File: config.mk
export PLATFORM = sky130hd
export DESIGN_NAME = result_forward_stage_flat
export DESIGN_NICKNAME = d
export VERILOG_FILES = /design/src/rtl/result_forward_stage_pkg.sv /design/src/rtl/result_forward_stage_if.sv /design/src/rtl/result_forward_stage_fwd_operand_mux.sv /design/src/rtl/result_forward_stage.sv /design/src/flat_wrapper.sv
export SDC_FILE = /design/constraint.sdc
export NUM_CORES = 1
export LEC_CHECK = 0
export BUFFER_PORTS_ARGS = -buffer_cell sky130_fd_sc_hd__buf_2
export CORE_UTILIZATION = 25
export DETAILED_ROUTE_END_ITERATION = 8
export PLACE_DENSITY = 0.52
export RECOVER_POWER = 50
export SYNTH_ARGS = -nofsm -noshare
export SYNTH_HDL_FRONTEND = slang
export SYNTH_SLANG_ARGS = --single-unit
File: constraint.sdc
create_clock -name clk -period 3.85 [get_ports clk]
set_input_delay 0.77 -clock clk [delete_from_list [all_inputs] [get_ports clk]]
set_output_delay 0.77 -clock clk [all_outputs]
set_load 0.02 [all_outputs]
File: src/rtl/result_forward_stage_pkg.sv
// rtl/result_forward_stage_pkg.sv - shared widths and forwarding-select encodings
package result_forward_stage_pkg;
    localparam int DATA_W = 32;
    localparam int REG_AW = 5;

    typedef enum logic [1:0] {
        FWD_RF = 2'b00,
        FWD_W  = 2'b01,
        FWD_M  = 2'b10
    } fwd_sel_t;
endpackage

File: src/rtl/result_forward_stage_if.sv
// rtl/result_forward_stage_if.sv - execute-side, memory-side and hazard signals of the result forward stage
interface result_forward_stage_if;
    import result_forward_stage_pkg::*;

    logic [DATA_W-1:0] AluOutE;
    logic [DATA_W-1:0] writeDataE;
    logic [REG_AW-1:0] writeRegE;
    logic              regWriteE;
    logic              memToRegE;
    logic              memWriteE;
    logic [REG_AW-1:0] RsE;
    logic [REG_AW-1:0] RtE;
    logic [DATA_W-1:0] rfData1E;
    logic [DATA_W-1:0] rfData2E;
    logic [REG_AW-1:0] RsD;
    logic [REG_AW-1:0] RtD;
    logic [DATA_W-1:0] readDataM;

    logic [DATA_W-1:0] AluOutM;
    logic [DATA_W-1:0] writeDataM;
    logic              memWriteM;
    logic [DATA_W-1:0] value1;
    logic [DATA_W-1:0] value2;
    logic [DATA_W-1:0] resultW;
    logic [REG_AW-1:0] writeRegW;
    logic              regWriteW;
    logic              stallF;
    logic              stallD;
    logic              flushE;
    fwd_sel_t          fwd_sel1;
    fwd_sel_t          fwd_sel2;

    modport master (
        output AluOutE, writeDataE, writeRegE, regWriteE, memToRegE, memWriteE,
               RsE, RtE, rfData1E, rfData2E, RsD, RtD, readDataM,
        input  AluOutM, writeDataM, memWriteM, value1, value2, resultW,
               writeRegW, regWriteW, stallF, stallD, flushE, fwd_sel1, fwd_sel2
    );

    modport slave (
        input  AluOutE, writeDataE, writeRegE, regWriteE, memToRegE, memWriteE,
               RsE, RtE, rfData1E, rfData2E, RsD, RtD, readDataM,
        output AluOutM, writeDataM, memWriteM, value1, value2, resultW,
               writeRegW, regWriteW, stallF, stallD, flushE, fwd_sel1, fwd_sel2
    );
endinterface

File: src/rtl/result_forward_stage_fwd_operand_mux.sv
// rtl/result_forward_stage_fwd_operand_mux.sv - selects one execute operand from M, W or the register file
module fwd_operand_mux
    import result_forward_stage_pkg::*;
(
    input  logic [REG_AW-1:0] src,
    input  logic              reg_write_m,
    input  logic              mem_to_reg_m,
    input  logic [REG_AW-1:0] write_reg_m,
    input  logic [DATA_W-1:0] alu_out_m,
    input  logic              reg_write_w,
    input  logic [REG_AW-1:0] write_reg_w,
    input  logic [DATA_W-1:0] result_w,
    input  logic [DATA_W-1:0] rf_data,
    output fwd_sel_t          sel,
    output logic [DATA_W-1:0] operand
);
    logic src_live;
    assign src_live = (src != '0);

    // A load sitting in M has no data yet; the stall logic keeps its consumer out of execute.
    always_comb begin
        sel     = FWD_RF;
        operand = rf_data;
        if (src_live && reg_write_m && !mem_to_reg_m && (write_reg_m == src)) begin
            sel     = FWD_M;
            operand = alu_out_m;
        end else if (src_live && reg_write_w && (write_reg_w == src)) begin
            sel     = FWD_W;
            operand = result_w;
        end
    end
endmodule

File: src/rtl/result_forward_stage.sv
// rtl/result_forward_stage.sv - MEM/WB pipeline registers, operand forwarding and load-use hazard detection
module result_forward_stage
    import result_forward_stage_pkg::*;
(
    input  logic                  clk,
    input  logic                  reset,
    result_forward_stage_if.slave bus
);
    logic [DATA_W-1:0] alu_out_m;
    logic [DATA_W-1:0] write_data_m;
    logic [REG_AW-1:0] write_reg_m;
    logic              reg_write_m;
    logic              mem_to_reg_m;
    logic              mem_write_m;

    logic [DATA_W-1:0] read_data_w;
    logic [DATA_W-1:0] alu_out_w;
    logic [REG_AW-1:0] write_reg_w;
    logic              reg_write_w;
    logic              mem_to_reg_w;

    logic [DATA_W-1:0] result_w;
    logic              lwstall;

    always_ff @(posedge clk) begin
        if (reset) begin
            alu_out_m    <= '0;
            write_data_m <= '0;
            write_reg_m  <= '0;
            reg_write_m  <= 1'b0;
            mem_to_reg_m <= 1'b0;
            mem_write_m  <= 1'b0;
            read_data_w  <= '0;
            alu_out_w    <= '0;
            write_reg_w  <= '0;
            reg_write_w  <= 1'b0;
            mem_to_reg_w <= 1'b0;
        end else begin
            alu_out_m    <= bus.AluOutE;
            write_data_m <= bus.writeDataE;
            write_reg_m  <= bus.writeRegE;
            reg_write_m  <= bus.regWriteE;
            mem_to_reg_m <= bus.memToRegE;
            mem_write_m  <= bus.memWriteE;
            read_data_w  <= bus.readDataM;
            alu_out_w    <= alu_out_m;
            write_reg_w  <= write_reg_m;
            reg_write_w  <= reg_write_m;
            mem_to_reg_w <= mem_to_reg_m;
        end
    end

    assign result_w = mem_to_reg_w ? read_data_w : alu_out_w;

    fwd_operand_mux u_fwd_rs (
        .src          (bus.RsE),
        .reg_write_m  (reg_write_m),
        .mem_to_reg_m (mem_to_reg_m),
        .write_reg_m  (write_reg_m),
        .alu_out_m    (alu_out_m),
        .reg_write_w  (reg_write_w),
        .write_reg_w  (write_reg_w),
        .result_w     (result_w),
        .rf_data      (bus.rfData1E),
        .sel          (bus.fwd_sel1),
        .operand      (bus.value1)
    );

    fwd_operand_mux u_fwd_rt (
        .src          (bus.RtE),
        .reg_write_m  (reg_write_m),
        .mem_to_reg_m (mem_to_reg_m),
        .write_reg_m  (write_reg_m),
        .alu_out_m    (alu_out_m),
        .reg_write_w  (reg_write_w),
        .write_reg_w  (write_reg_w),
        .result_w     (result_w),
        .rf_data      (bus.rfData2E),
        .sel          (bus.fwd_sel2),
        .operand      (bus.value2)
    );

    // A load in E whose target is read in D must wait one cycle for the memory data.
    assign lwstall = bus.memToRegE && bus.regWriteE && (bus.writeRegE != '0) &&
                     ((bus.writeRegE == bus.RsD) || (bus.writeRegE == bus.RtD));

    assign bus.stallF     = lwstall;
    assign bus.stallD     = lwstall;
    assign bus.flushE     = lwstall;
    assign bus.AluOutM    = alu_out_m;
    assign bus.writeDataM = write_data_m;
    assign bus.memWriteM  = mem_write_m;
    assign bus.resultW    = result_w;
    assign bus.writeRegW  = write_reg_w;
    assign bus.regWriteW  = reg_write_w;
endmodule
File: src/flat_wrapper.sv
// flat-port wrapper written by rule: the top's interface ports become plain ports
module result_forward_stage_flat import result_forward_stage_pkg::*;
  (clk, reset, bus_AluOutE, bus_writeDataE, bus_writeRegE, bus_regWriteE, bus_memToRegE, bus_memWriteE, bus_RsE, bus_RtE, bus_rfData1E, bus_rfData2E, bus_RsD, bus_RtD, bus_readDataM, bus_AluOutM, bus_writeDataM, bus_memWriteM, bus_value1, bus_value2, bus_resultW, bus_writeRegW, bus_regWriteW, bus_stallF, bus_stallD, bus_flushE, bus_fwd_sel1, bus_fwd_sel2);
  result_forward_stage_if bus_i ();
  input  logic clk;
  input  logic reset;
  input wire logic [$bits(bus_i.AluOutE)-1:0] bus_AluOutE;
  input wire logic [$bits(bus_i.writeDataE)-1:0] bus_writeDataE;
  input wire logic [$bits(bus_i.writeRegE)-1:0] bus_writeRegE;
  input wire logic [$bits(bus_i.regWriteE)-1:0] bus_regWriteE;
  input wire logic [$bits(bus_i.memToRegE)-1:0] bus_memToRegE;
  input wire logic [$bits(bus_i.memWriteE)-1:0] bus_memWriteE;
  input wire logic [$bits(bus_i.RsE)-1:0] bus_RsE;
  input wire logic [$bits(bus_i.RtE)-1:0] bus_RtE;
  input wire logic [$bits(bus_i.rfData1E)-1:0] bus_rfData1E;
  input wire logic [$bits(bus_i.rfData2E)-1:0] bus_rfData2E;
  input wire logic [$bits(bus_i.RsD)-1:0] bus_RsD;
  input wire logic [$bits(bus_i.RtD)-1:0] bus_RtD;
  input wire logic [$bits(bus_i.readDataM)-1:0] bus_readDataM;
  output wire logic [$bits(bus_i.AluOutM)-1:0] bus_AluOutM;
  output wire logic [$bits(bus_i.writeDataM)-1:0] bus_writeDataM;
  output wire logic [$bits(bus_i.memWriteM)-1:0] bus_memWriteM;
  output wire logic [$bits(bus_i.value1)-1:0] bus_value1;
  output wire logic [$bits(bus_i.value2)-1:0] bus_value2;
  output wire logic [$bits(bus_i.resultW)-1:0] bus_resultW;
  output wire logic [$bits(bus_i.writeRegW)-1:0] bus_writeRegW;
  output wire logic [$bits(bus_i.regWriteW)-1:0] bus_regWriteW;
  output wire logic [$bits(bus_i.stallF)-1:0] bus_stallF;
  output wire logic [$bits(bus_i.stallD)-1:0] bus_stallD;
  output wire logic [$bits(bus_i.flushE)-1:0] bus_flushE;
  output wire logic [$bits(bus_i.fwd_sel1)-1:0] bus_fwd_sel1;
  output wire logic [$bits(bus_i.fwd_sel2)-1:0] bus_fwd_sel2;
  assign bus_i.AluOutE = bus_AluOutE;
  assign bus_i.writeDataE = bus_writeDataE;
  assign bus_i.writeRegE = bus_writeRegE;
  assign bus_i.regWriteE = bus_regWriteE;
  assign bus_i.memToRegE = bus_memToRegE;
  assign bus_i.memWriteE = bus_memWriteE;
  assign bus_i.RsE = bus_RsE;
  assign bus_i.RtE = bus_RtE;
  assign bus_i.rfData1E = bus_rfData1E;
  assign bus_i.rfData2E = bus_rfData2E;
  assign bus_i.RsD = bus_RsD;
  assign bus_i.RtD = bus_RtD;
  assign bus_i.readDataM = bus_readDataM;
  assign bus_AluOutM = bus_i.AluOutM;
  assign bus_writeDataM = bus_i.writeDataM;
  assign bus_memWriteM = bus_i.memWriteM;
  assign bus_value1 = bus_i.value1;
  assign bus_value2 = bus_i.value2;
  assign bus_resultW = bus_i.resultW;
  assign bus_writeRegW = bus_i.writeRegW;
  assign bus_regWriteW = bus_i.regWriteW;
  assign bus_stallF = bus_i.stallF;
  assign bus_stallD = bus_i.stallD;
  assign bus_flushE = bus_i.flushE;
  assign bus_fwd_sel1 = bus_i.fwd_sel1;
  assign bus_fwd_sel2 = bus_i.fwd_sel2;
  result_forward_stage u_core (.clk(clk), .reset(reset), .bus(bus_i));
endmodule
==> impl_metrics.ini <==
[cts]
tritoncts = done
path_clk_slew_ps = 70
htreeDepth = 4
cts_resized = 0
cts_sinks = 143
cts_buffers = 17
insertion_delay_ps = 420
cts_setup_buffers = 0
cts_root_buf = clkbuf_16
cts_max_path_buffers = 2
holdBufCountCts = 0

[power_and_ir_drop]
sw_frac_of_total = 0.286
leakagePower_nw = 4.65
switchingPower_mw = 1.06
combPwrFrac = 0.144
p_seq_frac = 0.431
p_per_area_nw_per_um2 = 421
ir_drop_mv = 0.247
intPower_mw = 2.65
clock_power_share = 0.425

[timing]
max_freq_mhz = 298
relSlewSlack = -1.06
period_share = 0.872
worst-slew-pin-transition_ps = 3100
rsz0062_at_grt = no
fin_tns_setup_ps = 0
setup_violations = 0
hold_viol = 0
maxSlewViolCount = 71
fin_crit_ps = 3360
finClkSkew_ps = 10.8

[synth]
synth_edf_count = 0
synth_seq_cells = 143
avgSynthCellArea_um2 = 8.70
synthArstFlopShare = 0
synth_flop_cell = dfxtp_1
synthesis.nets = 895
syn_inst = 705
yosysWarnings = 0
syn-cell-area_um2 = 6130
synth_cell_types = 31
yosysSeqAreaShare = 0.467

[critical_path]
path_cells = buf_2 -> or4_1 -> nor2_2 -> nor3_2 -> buf_4 -> a21o_1 -> o21ai_1 -> buf_2
critPathLaunch = bus_RtE[0]
worstSetupPathType = primary input to output port
r2r-start = u_core.bus.AluOutM[6]$_SDFF_PP0_
crit_required_ps = 3080
cp_max_fo = 66
slowest_stage = or4_1
start_kind = primary input
crit_top_cell = buf_2
worstPathArrival_ps = 2590
slowest_delay_ps = 530
end_kind = output port

[finish]
syn2layout_area_growth_pct = 43.5
final.fill_count = 2529
fin_nets = 1237
multiInputGateArea_um2 = 2950
drive_gt1_frac = 0.375
regArea_um2 = 2860
most-common-layout-cells = 347 x buf_2, 144 x nor2b_1, 142 x dfxtp_1
final_common_cell = buf_2
final_cell_area_um2 = 8800
antennaDiodeCount = 0

[drt]
drc_errors = 0
drtIter0Drc = 207
wire_per_inst_um = 14.1
routed_wirelength_um = 19400
vias_per_cell = 4.21
num_vias = 5802
firstDrtPassIters = 4
ant_nets = 0

[die]
initial_core_util = 0.258
core_um2 = 23800
num_rows = 56
die_y_um = 159
die_area_um2 = 25200
io_pins = 364
dieWidth_um = 159

[global_route]
grt_pass1_vias = 5358
grt_antenna_before_repair = 1
grt_usage = 0.149
grt_pass1_wl_um = 28300
grt-ovfl-total = 0
grt_max_degree = 74

[placement]
postPlaceCellArea_um2 = 8260
dp_hpwl_um = 14300
globalplace.congestion = 0.782
io_buffers = 363

[hold_path]
hp-start = u_core.reg_write_m$_SDFF_PP0_
hp-class = register to register

[outcome]
run_status = complete, but fails checks
violations = capacitance limit, slew limit

[flow_run]
max_cap_viol_count = 1
cells in the mapped netlist (3+ instances only):
| master | instances | area share |
|---|---|---|
| dfxtp_1 | 143 | 0.47 |
| mux2i_1 | 34 | 0.055 |
| o21ai_1 | 65 | 0.053 |
| nor2b_1 | 144 | 0.15 |
| nor2_1 | 62 | 0.038 |
| buf_2 | 10 | 0.0082 |
| clkbuf_1 | 29 | 0.018 |
| buf_6 | 4 | 0.0073 |
| nand2_1 | 67 | 0.041 |
| nand4_1 | 3 | 0.0031 |
| a21o_1 | 60 | 0.073 |
| xnor2_1 | 21 | 0.030 |
| nor3_1 | 3 | 0.0024 |
| xor2_1 | 6 | 0.0086 |
| inv_1 | 32 | 0.020 |
stage by stage:
step	hold WS [ps]	std cells	setup WS [ps]	utilization	power (mW)
after floorplan	430	705	854	-	1.92
after global placement	443	1347	519	0.348	2.17
after detailed placement	446	1347	489	0.348	2.17
after CTS	461	1379	482	0.371	3.77
after global routing	475	1379	328	0.370	3.90
final	462	1379	494	0.370	3.71
worst max-delay path, delay by kind of cell:
kind | cells | cell delay (ps)
buffers and inverters | 3 | 620
and+or+nand+nor | 3 | 770
AOI/OAI and AO/OA | 2 | 360
sequential cells by signal (all words and copies together) (netlist names):
| register | flops |
|---|---|
| u_core.alu_out_w | 32 |
| u_core.bus.AluOutM | 32 |
| u_core.bus.memWriteM | 1 |
| u_core.bus.regWriteW | 1 |
| u_core.bus.writeDataM | 32 |
| u_core.bus.writeRegW | 5 |
| u_core.mem_to_reg_m | 1 |
| u_core.mem_to_reg_w | 1 |
| u_core.read_data_w | 32 |
| u_core.reg_write_m | 1 |
| u_core.write_reg_m | 5 |
kinds of logic (layout without fill, tap and decap cells):
family,Yosys count,in the layout,share of synthesized area
AND/OR/NAND/NOR,290,290,0.247
flip-flops,143,143,0.467
AO/OA/AOI/OAI,129,129,0.132
buffers and inverters,80,435,0.0571
multiplexers,36,36,0.0592
XOR/XNOR,27,27,0.0386
power groups by stage:
stage	Combinational, mW	Sequential, mW	Clock (mW)
2_1_floorplan	0.259	1.66	0
3_3_place_gp	0.537	1.63	0
3_5_place_dp	0.539	1.63	0
4_1_cts	0.541	1.60	1.63
5_1_grt	0.586	1.61	1.71
6_report	0.533	1.60	1.58
worst paths after layout:
kind / end / slack (ps) / depth (start not counted)
worst min-delay path: u_core.bus.regWriteW$_SDFF_PP0_ / 460 / 1
worst max-delay path: bus_value2[5] / 490 / 8
worst min register to register: u_core.bus.regWriteW$_SDFF_PP0_ / 460 / 1
worst max register to register: u_core.alu_out_w[6]$_SDFF_PP0_ / 3090 / 1
final cells by class:
class                           instances  share of cell area
Clock inverter                         15              0.0159
Inverter                               33              0.0141
Multi-Input combinational cell        482               0.335
Timing Repair Buffer                  370               0.216
Sequential cell                       143               0.326
Tap cell                              319              0.0454
Clock buffer                           17              0.0484
routing by layer:
metal,global-route usage,routed length (um),part of all wire
met3,0.0506,1480,0.076
met2,0.257,9300,0.48
met1,0.172,8410,0.43
met4,0.0449,227,0.012
met5,0,13,0.00067
Note: power is estimated with default switching activity, not from simulation.
